**src/rtl/botoes_condicionador_pkg.sv**
```systemverilog
// Shared definitions for the S1 button conditioner: button count, default
// debounce length, counter-width helper and the button bus type.
package S1_pkg;

  localparam int unsigned N_BOTOES                = 7;
  localparam int unsigned DEBOUNCE_CYCLES_DEFAULT = 20;

  typedef logic [N_BOTOES-1:0] botoes_t;

  // Width of a counter that must reach cycles-1; never narrower than 1 bit.
  function automatic int unsigned cnt_width(input int unsigned cycles);
    if (cycles < 2) begin
      return 1;
    end
    return $clog2(cycles);
  endfunction

endpackage

```
**src/rtl/botoes_condicionador_debounce_bit.sv**
```systemverilog
// debounce_bit: two-flop synchroniser plus stability counter for one button.
// A changed synchronised level must be seen on DEBOUNCE_CYCLES consecutive
// edges before it replaces the stable level; any return to the stable level
// restarts the count. zera clears everything synchronously, reset
// asynchronously.
module debounce_bit
  import S1_pkg::*;
#(
  parameter int unsigned DEBOUNCE_CYCLES = DEBOUNCE_CYCLES_DEFAULT
) (
  input  logic clock,
  input  logic reset,
  input  logic zera,
  input  logic raw,
  output logic estavel
);

  localparam int unsigned    CW      = cnt_width(DEBOUNCE_CYCLES);
  localparam logic [CW-1:0]  CNT_MAX = CW'(DEBOUNCE_CYCLES - 1);
  localparam logic [CW-1:0]  CNT_ONE = CW'(1);

  logic          s1_q, s1_d;
  logic          s2_q, s2_d;
  logic          est_q, est_d;
  logic [CW-1:0] cnt_q, cnt_d;

  // Next state: synchroniser shift, then compare-and-count against est.
  always_comb begin
    s1_d  = raw;
    s2_d  = s1_q;
    est_d = est_q;
    cnt_d = '0;
    if (zera) begin
      s1_d  = 1'b0;
      s2_d  = 1'b0;
      est_d = 1'b0;
      cnt_d = '0;
    end else if (s2_q == est_q) begin
      cnt_d = '0;
    end else if (cnt_q == CNT_MAX) begin
      est_d = s2_q;
      cnt_d = '0;
    end else begin
      cnt_d = cnt_q + CNT_ONE;
    end
  end

  // State registers, asynchronously cleared.
  always_ff @(posedge clock or posedge reset) begin
    if (reset) begin
      s1_q  <= 1'b0;
      s2_q  <= 1'b0;
      est_q <= 1'b0;
      cnt_q <= '0;
    end else begin
      s1_q  <= s1_d;
      s2_q  <= s2_d;
      est_q <= est_d;
      cnt_q <= cnt_d;
    end
  end

  assign estavel = est_q;

endmodule

```
**src/rtl/botoes_condicionador.sv**
```systemverilog
// botoes_condicionador: conditions the raw game buttons for the S1 datapath.
// One debounce_bit per button; the top adds the multi-press detector and the
// optional one-hot filter.
// Build option: define BOTOES_ONEHOT_EN to force botoes to 0 while more than
// one debounced button is high. Without it botoes mirrors the debounced levels.
module botoes_condicionador #(
  parameter int unsigned N_BOTOES        = S1_pkg::N_BOTOES,
  parameter int unsigned DEBOUNCE_CYCLES = S1_pkg::DEBOUNCE_CYCLES_DEFAULT
) (
  input  logic                clock,
  input  logic                reset,
  input  logic                zera,
  input  logic [N_BOTOES-1:0] botoes_raw,
  output logic [N_BOTOES-1:0] botoes,
  output logic                multiplo,
  output logic [N_BOTOES-1:0] db_estavel
);

  import S1_pkg::*;

  localparam int unsigned PW = $clog2(N_BOTOES + 1);

  logic [N_BOTOES-1:0] est;
  logic [PW-1:0]       pop;

  for (genvar i = 0; i < N_BOTOES; i++) begin : g_db
    debounce_bit #(
      .DEBOUNCE_CYCLES(DEBOUNCE_CYCLES)
    ) u_db (
      .clock  (clock),
      .reset  (reset),
      .zera   (zera),
      .raw    (botoes_raw[i]),
      .estavel(est[i])
    );
  end

  // Popcount of the registered stable levels; only registers feed it.
  always_comb begin
    pop = '0;
    for (int unsigned i = 0; i < N_BOTOES; i++) begin
      pop = pop + PW'(est[i]);
    end
  end

  // Multi-press flag and output selection.
  always_comb begin
    multiplo   = (pop > PW'(1));
    db_estavel = est;
`ifdef BOTOES_ONEHOT_EN
    botoes     = multiplo ? '0 : est;
`else
    botoes     = est;
`endif
  end

endmodule

```
**config.mk**
```make
export PLATFORM = sky130hd
export DESIGN_NAME = botoes_condicionador
export DESIGN_NICKNAME = d
export VERILOG_FILES = /design/src/rtl/botoes_condicionador_pkg.sv /design/src/rtl/botoes_condicionador_debounce_bit.sv /design/src/rtl/botoes_condicionador.sv
export SDC_FILE = /design/constraint.sdc
export NUM_CORES = 1
export LEC_CHECK = 0
export BUFFER_PORTS_ARGS = -buffer_cell sky130_fd_sc_hd__buf_2
export CORE_AREA = 2 2 85 87
export DETAILED_ROUTE_END_ITERATION = 6
export DIE_AREA = 0 0 87 89
export HOLD_SLACK_MARGIN = 0.06
export PLACE_DENSITY = 0.63
export SYNTH_ARGS = -nofsm -noshare
export SYNTH_HDL_FRONTEND = slang
export SYNTH_HIERARCHICAL = 1
export SYNTH_SLANG_ARGS = --single-unit
export TNS_END_PERCENT = 1
```
**constraint.sdc**
```tcl
create_clock -name clock -period 3.2 [get_ports clock]
set_input_delay 0.8 -clock clock [delete_from_list [all_inputs] [get_ports clock]]
set_output_delay 0.8 -clock clock [all_outputs]
set_load 0.02 [all_outputs]
```
* After elaboration in Yosys (flattened, before gate mapping)
Cells that the tools add are included.
** Operators by class
- Eq/ne operators :: 21
- Reduce and logical (&&, ||, !) cells :: 14
- $add $sub $neg :: 13
- Magnitude comparators :: 1
- Muxes and demuxes :: 56
** Operators by type and width (number)
- $mux 5 :: 21
- $add 5x1->5 const B :: 7
- $eq 5x5->1 const B :: 7
- $mux 1 :: 35
- $ne 2x2->1 const B :: 7
- $reduce_and 2->1 :: 7
- $reduce_bool 2->1 :: 7
- $add 3x1->3 :: 4
- $eq 1x1->1 :: 7
- $add 2x1->3 :: 1
- $gt 3x1->1 const B :: 1
- $add 1x1->2 :: 1
** Word-level totals
- Output and inout port bits :: 15
- Bits in registers :: 56

* Depth between registers and ports, before layout
- Depth in word-level cells :: 7
- Gate-level depth with buffers :: 8
- Mapped depth without buffers :: 8

* Cells and area by module
Netlist, hierarchy kept.
** Modules (own cells, without submodules)
- debounce_bit :: cells an instance 31, instances 7, area an instance 351.6 um^2
- botoes_condicionador :: cells an instance 21, instances 1, area an instance 168.9 um^2

* Worst setup path before layout
No wires, ideal clock.
- Kind :: flip-flop to output port
- Start point :: register g_db[0].u_db.est_q
- End point :: output port multiplo
- Path buffers :: 0
- Required time :: 2400 ps
- Cell stages (with the launch flop) :: 9
- Arrival :: 2726 ps
- Setup slack :: -326 ps
- Cells stage by stage :: dfrtp_1 -> inv_1 -> fa_1 -> fa_1 -> inv_1 -> ha_1 -> a21o_1 -> fa_1 -> or2_1
** Between the ends
- Cells in the longest elaborated chain, start to end :: 7
** RTL lines
- start: declaration :: line botoes_condicionador_debounce_bit.sv:24 : logic est_q, est_d;
- start signal: assignment :: line botoes_condicionador_debounce_bit.sv:58 : est_q <= est_d;
- $add 1x1->2 :: line botoes_condicionador.sv:42 : pop = pop + PW'(est[i]);
- $add 2x1->3 :: line botoes_condicionador.sv:42
- $add 3x1->3 (4 in series) :: line botoes_condicionador.sv:42
- $gt 3x1->1 :: line botoes_condicionador.sv:48 : multiplo = (pop > PW'(1));
- end: declaration :: line botoes_condicionador.sv:15 : output logic multiplo,
Every way passes these cells.

* Final worst setup path
- Start point :: register g_db[1].u_db.est_q
- End point :: output port multiplo
** Between the ends
- Cells in the longest elaborated chain, start to end :: 7
** RTL lines (line)
- start: declaration :: botoes_condicionador_debounce_bit.sv:24
- start signal: assignment :: botoes_condicionador_debounce_bit.sv:58
- $add 1x1->2 :: botoes_condicionador.sv:42
- $add 2x1->3 :: botoes_condicionador.sv:42
- $add 3x1->3 (4 in series) :: botoes_condicionador.sv:42
- $gt 3x1->1 :: botoes_condicionador.sv:48
Every way passes these cells.

==> results.txt <==
- Cells with a size suffix above 1 make up about a fifth of the layout.
- For this design the static power due to leakage is around 0.0014 uW.
* Transition at the pin with the smallest max-transition slack: between 400 and 500 ps
- Die height: between 80 and 90 um
- Number of buffers inserted during clock tree synthesis: 5
* Floorplan die area: just under 0.008 sq mm
- Clock-pin slew was measured on the worst setup and hold paths at about 100 ps.
- Worst min-delay path endpoint: g_db[3].u_db/s2_q
- Drt wl/cell: about 12 um
* Terminus of the critical flop-to-flop path: g_db[5].u_db/estavel
- Total design power: 1140 uW
- Derived from the worst setup path, the maximum achievable clock frequency is approximately 270 MHz.
- Syn nets: around 260
* Overall routing resource usage: around an eighth
- At the end of the flow, the number of nets in the layout was about 290.
* Net load switching power: approximately 260 uW
- The max-slew violation total from the final report was 0.
- Setup repair after global routing missed its margin: true
- The checks that failed: negative setup slack.
- Worst flop-to-flop path startpoint: g_db[5].u_db/cnt_q[0]
- Type of the tightest min-delay check: reg2reg
- Pin count of the biggest net entering global routing: 29
* Dpl hpwl: 3090 um
- DRC violations left: 0
* Routability-driven placement congestion ratio: about 0.8
* Largest clock skew in the final design: roughly 11 ps
- The filler cells instantiated in the layout total 632.
- Slack of the worst reg-to-reg path: 1900 ps
* Register area share after synthesis: 53.3%
* Ports placed on the boundary: 25
- Starting density of the core: between 30% and 40%
- The clock tree synthesis step divided the H-tree into 2 levels.
- Area growth syn-to-layout: 11.9%
- Commonest non-fill, non-tap cells in the layout: sky130_fd_sc_hd__dfrtp_1, sky130_fd_sc_hd__inv_1, sky130_fd_sc_hd__buf_2
- Number of distinct library cells after synthesis: 20
* Power share of the combinational group: around 3.7%
- Ratio of final minimum period to clock period: 118%
- Sequential cells account for 63.2% of the total power.
* Remaining global-route overflow: 0
- In this run the standard cell core region covers 0.00672 sq mm.
* Signal arrival time at the worst endpoint: around 3000 ps
- Highest fanout seen on the critical path: 2
- Registers take about 0.0014 sq mm.
- CTS tree: built
- 1st-iter DRT viols: 65
- Cell internal power was estimated by the tool at approximately 880 uW.
- Synthesized instance count: ~240
- The clock drives 56 sinks.
- Quantity of I/O buffers inserted on ports: 24
- The clock network accounts for about a third of the total power.
- Average cell area after synthesis: about 11 sq um
- Required time worst endpoint: approximately 2400 ps
* Vias in the first global route: about 1,700
* Net Sw Frac: 22.7%
* Count of final setup violators: 1
- Measured along the x axis, the die boundary spans a little under 90 um.
* Clock tree buffer depth: 2
- Across the run, the number of max-cap violations was 0.
* Via/cell ratio: 4.80
* Hold Worst Slack: 471 ps
- Category of the critical setup timing path: reg2out
- The first global-routing pass estimated just under 8000 um of wire.
- # placed instances: 340
* Worst path setup slack after routing: -565 ps
- Count of inserted antenna diode cells: 0
- For the worst-skew pair, the clock arrives at the later sink with an insertion delay of around 300 ps.
* WHS Path Cells: 1
- Number of cell instances on the worst register-to-register path: 4
* Clock root buffer: sky130_fd_sc_hd__clkbuf_8
- Critical Path Source Type: flop
- Minimum period implied by the final worst setup slack: 3760 ps
* Kind of end point of the critical path: output pin
- In this run the power density over the cells is 389 mW/mm^2.
- The initial antenna violation count is 0.
- Vias: between 1,500 and 2,000
* Syn. warnings: 6
- The first detailed-routing pass took 5 iterations.
- The run finished, with violations left.
* Start point of the worst hold path: g_db[3].u_db/s1_q
- Netlist area before placement: 0.00263 sq mm
* IR drop worst, VDD: ~250 uV
- Filler-free cell count of the finished design: about 350
- Once layout is complete, the utilization of the core stands at a little over two fifths.
- Wires add up to around 4200 um.
* Final ANT Viol Nets: 0
- #FFs+latches synth: 56
- The number of endpoints with negative hold slack in the final report came to 0.
- Commonest non-fill, non-tap cell in the layout: sky130_fd_sc_hd__dfrtp_1
* Worst max-slew margin expressed relative to the limit: 68.6%
- Summing all multi-input logic gate instances after layout gives 0.00107 sq mm.
* Number of placement rows: 30
stage by stage:
stage	worst slack, ps	setup TNS, ps	cell area (sq um)
floorplan	-186	-186	2640
global placement	-254	-254	2840
detailed placement	-286	-286	2840
CTS	-596	-596	2940
global route	-676	-676	2940
finish	-565	-565	2940
flip-flops by register name, indices dropped and copies added (netlist names):
name and cells:
g_db.u_db/cnt_q 35, g_db.u_db/estavel 7, g_db.u_db/s1_q 7, g_db.u_db/s2_q 7
power by group through the flow:
stage          Sequential [uW]  Combinational, uW  Clock [uW]
5_1_grt                    724               50.4         425
3_5_place_dp               737               44.6           0
6_report                   722               42.5         379
4_1_cts                    722               44.8         395
3_3_place_gp               736               43.3           0
2_1_floorplan              735               25.8           0
worst max-delay path, stage by stage, from the launching register on:
cell and delay (ps):
sky130_fd_sc_hd__dfrtp_2 420, sky130_fd_sc_hd__inv_2 60, sky130_fd_sc_hd__fa_1 420, sky130_fd_sc_hd__fa_1 490, sky130_fd_sc_hd__inv_1 40, sky130_fd_sc_hd__ha_1 260, sky130_fd_sc_hd__a21o_1 160, sky130_fd_sc_hd__fa_1 440
sky130_fd_sc_hd__or2_4 250, sky130_fd_sc_hd__buf_6 130
what timing repair did:
item / 4_1_cts / 5_1_grt
hold buffers: 0 / 0
resized for setup: 4 / 0
buffers inserted: 1 / 0
pin swaps: 1 / 1
endpoints found under the setup margin: 1 / 1
metal layers:
layer | part of all wire [%] | global-route usage, % | vias up
met5 | 0 | 0 | -
li1 | - | - | 835
met1 | 50 | 17.3 | 810
met3 | 3.6 | 3.32 | 4
met4 | 1.4 | 4.69 | 0
met2 | 45 | 20.2 | 26
synthesized netlist by cell type:
master                     number  area share, %
sky130_fd_sc_hd__a31oi_1        7            1.7
sky130_fd_sc_hd__fa_1           3            2.3
sky130_fd_sc_hd__dfrtp_1       56             53
sky130_fd_sc_hd__nand3b_1       7            2.0
sky130_fd_sc_hd__mux2i_1        7            2.7
sky130_fd_sc_hd__nor2b_1       21            5.0
sky130_fd_sc_hd__inv_1         29            4.1
sky130_fd_sc_hd__nor2_1        21            3.0
sky130_fd_sc_hd__a21o_1         1           0.29
sky130_fd_sc_hd__nand3_1        7            1.3
sky130_fd_sc_hd__xor2_1        14            4.7
sky130_fd_sc_hd__o21ai_0        7            1.3
sky130_fd_sc_hd__buf_4          7            2.0
sky130_fd_sc_hd__nor3_1        14            2.7
sky130_fd_sc_hd__xnor2_1        7            2.3
sky130_fd_sc_hd__ha_1           8            3.8
sky130_fd_sc_hd__and4bb_2       7            3.3
sky130_fd_sc_hd__or2_1          1           0.24
sky130_fd_sc_hd__nand2b_1       7            1.7
sky130_fd_sc_hd__nand4b_1       7            2.3
final cells by class:
type                       count  share of cell area, %
sequential                    56                   47.7
clock buffer                   5                   2.34
inverter                      29                   3.70
timing repair buffer          30                   5.82
tap                           80                   3.40
multi-input combinational    146                   36.4
clock inverter                 3                  0.638
worst max path at each step:
stage,depth (start not counted),from,end
2_1_floorplan,8,g_db[0].u_db/estavel,multiplo
3_3_place_gp,9,g_db[1].u_db/estavel,multiplo
3_5_place_dp,9,g_db[1].u_db/estavel,multiplo
5_1_grt,9,g_db[1].u_db/estavel,multiplo
4_1_cts,9,g_db[3].u_db/estavel,multiplo
6_report,9,g_db[1].u_db/estavel,multiplo
cells by family after synthesis:
group / share of synthesized area, %
and+or+nand+nor: 21.6
AOI/OAI and AO/OA: 3.28
xor gates and xnor gates: 6.99
DFF: 53.3
muxes: 2.66
adders and majority gates: 6.09
buffers and inverters: 6.14
(Power assumes the default switching activity.)
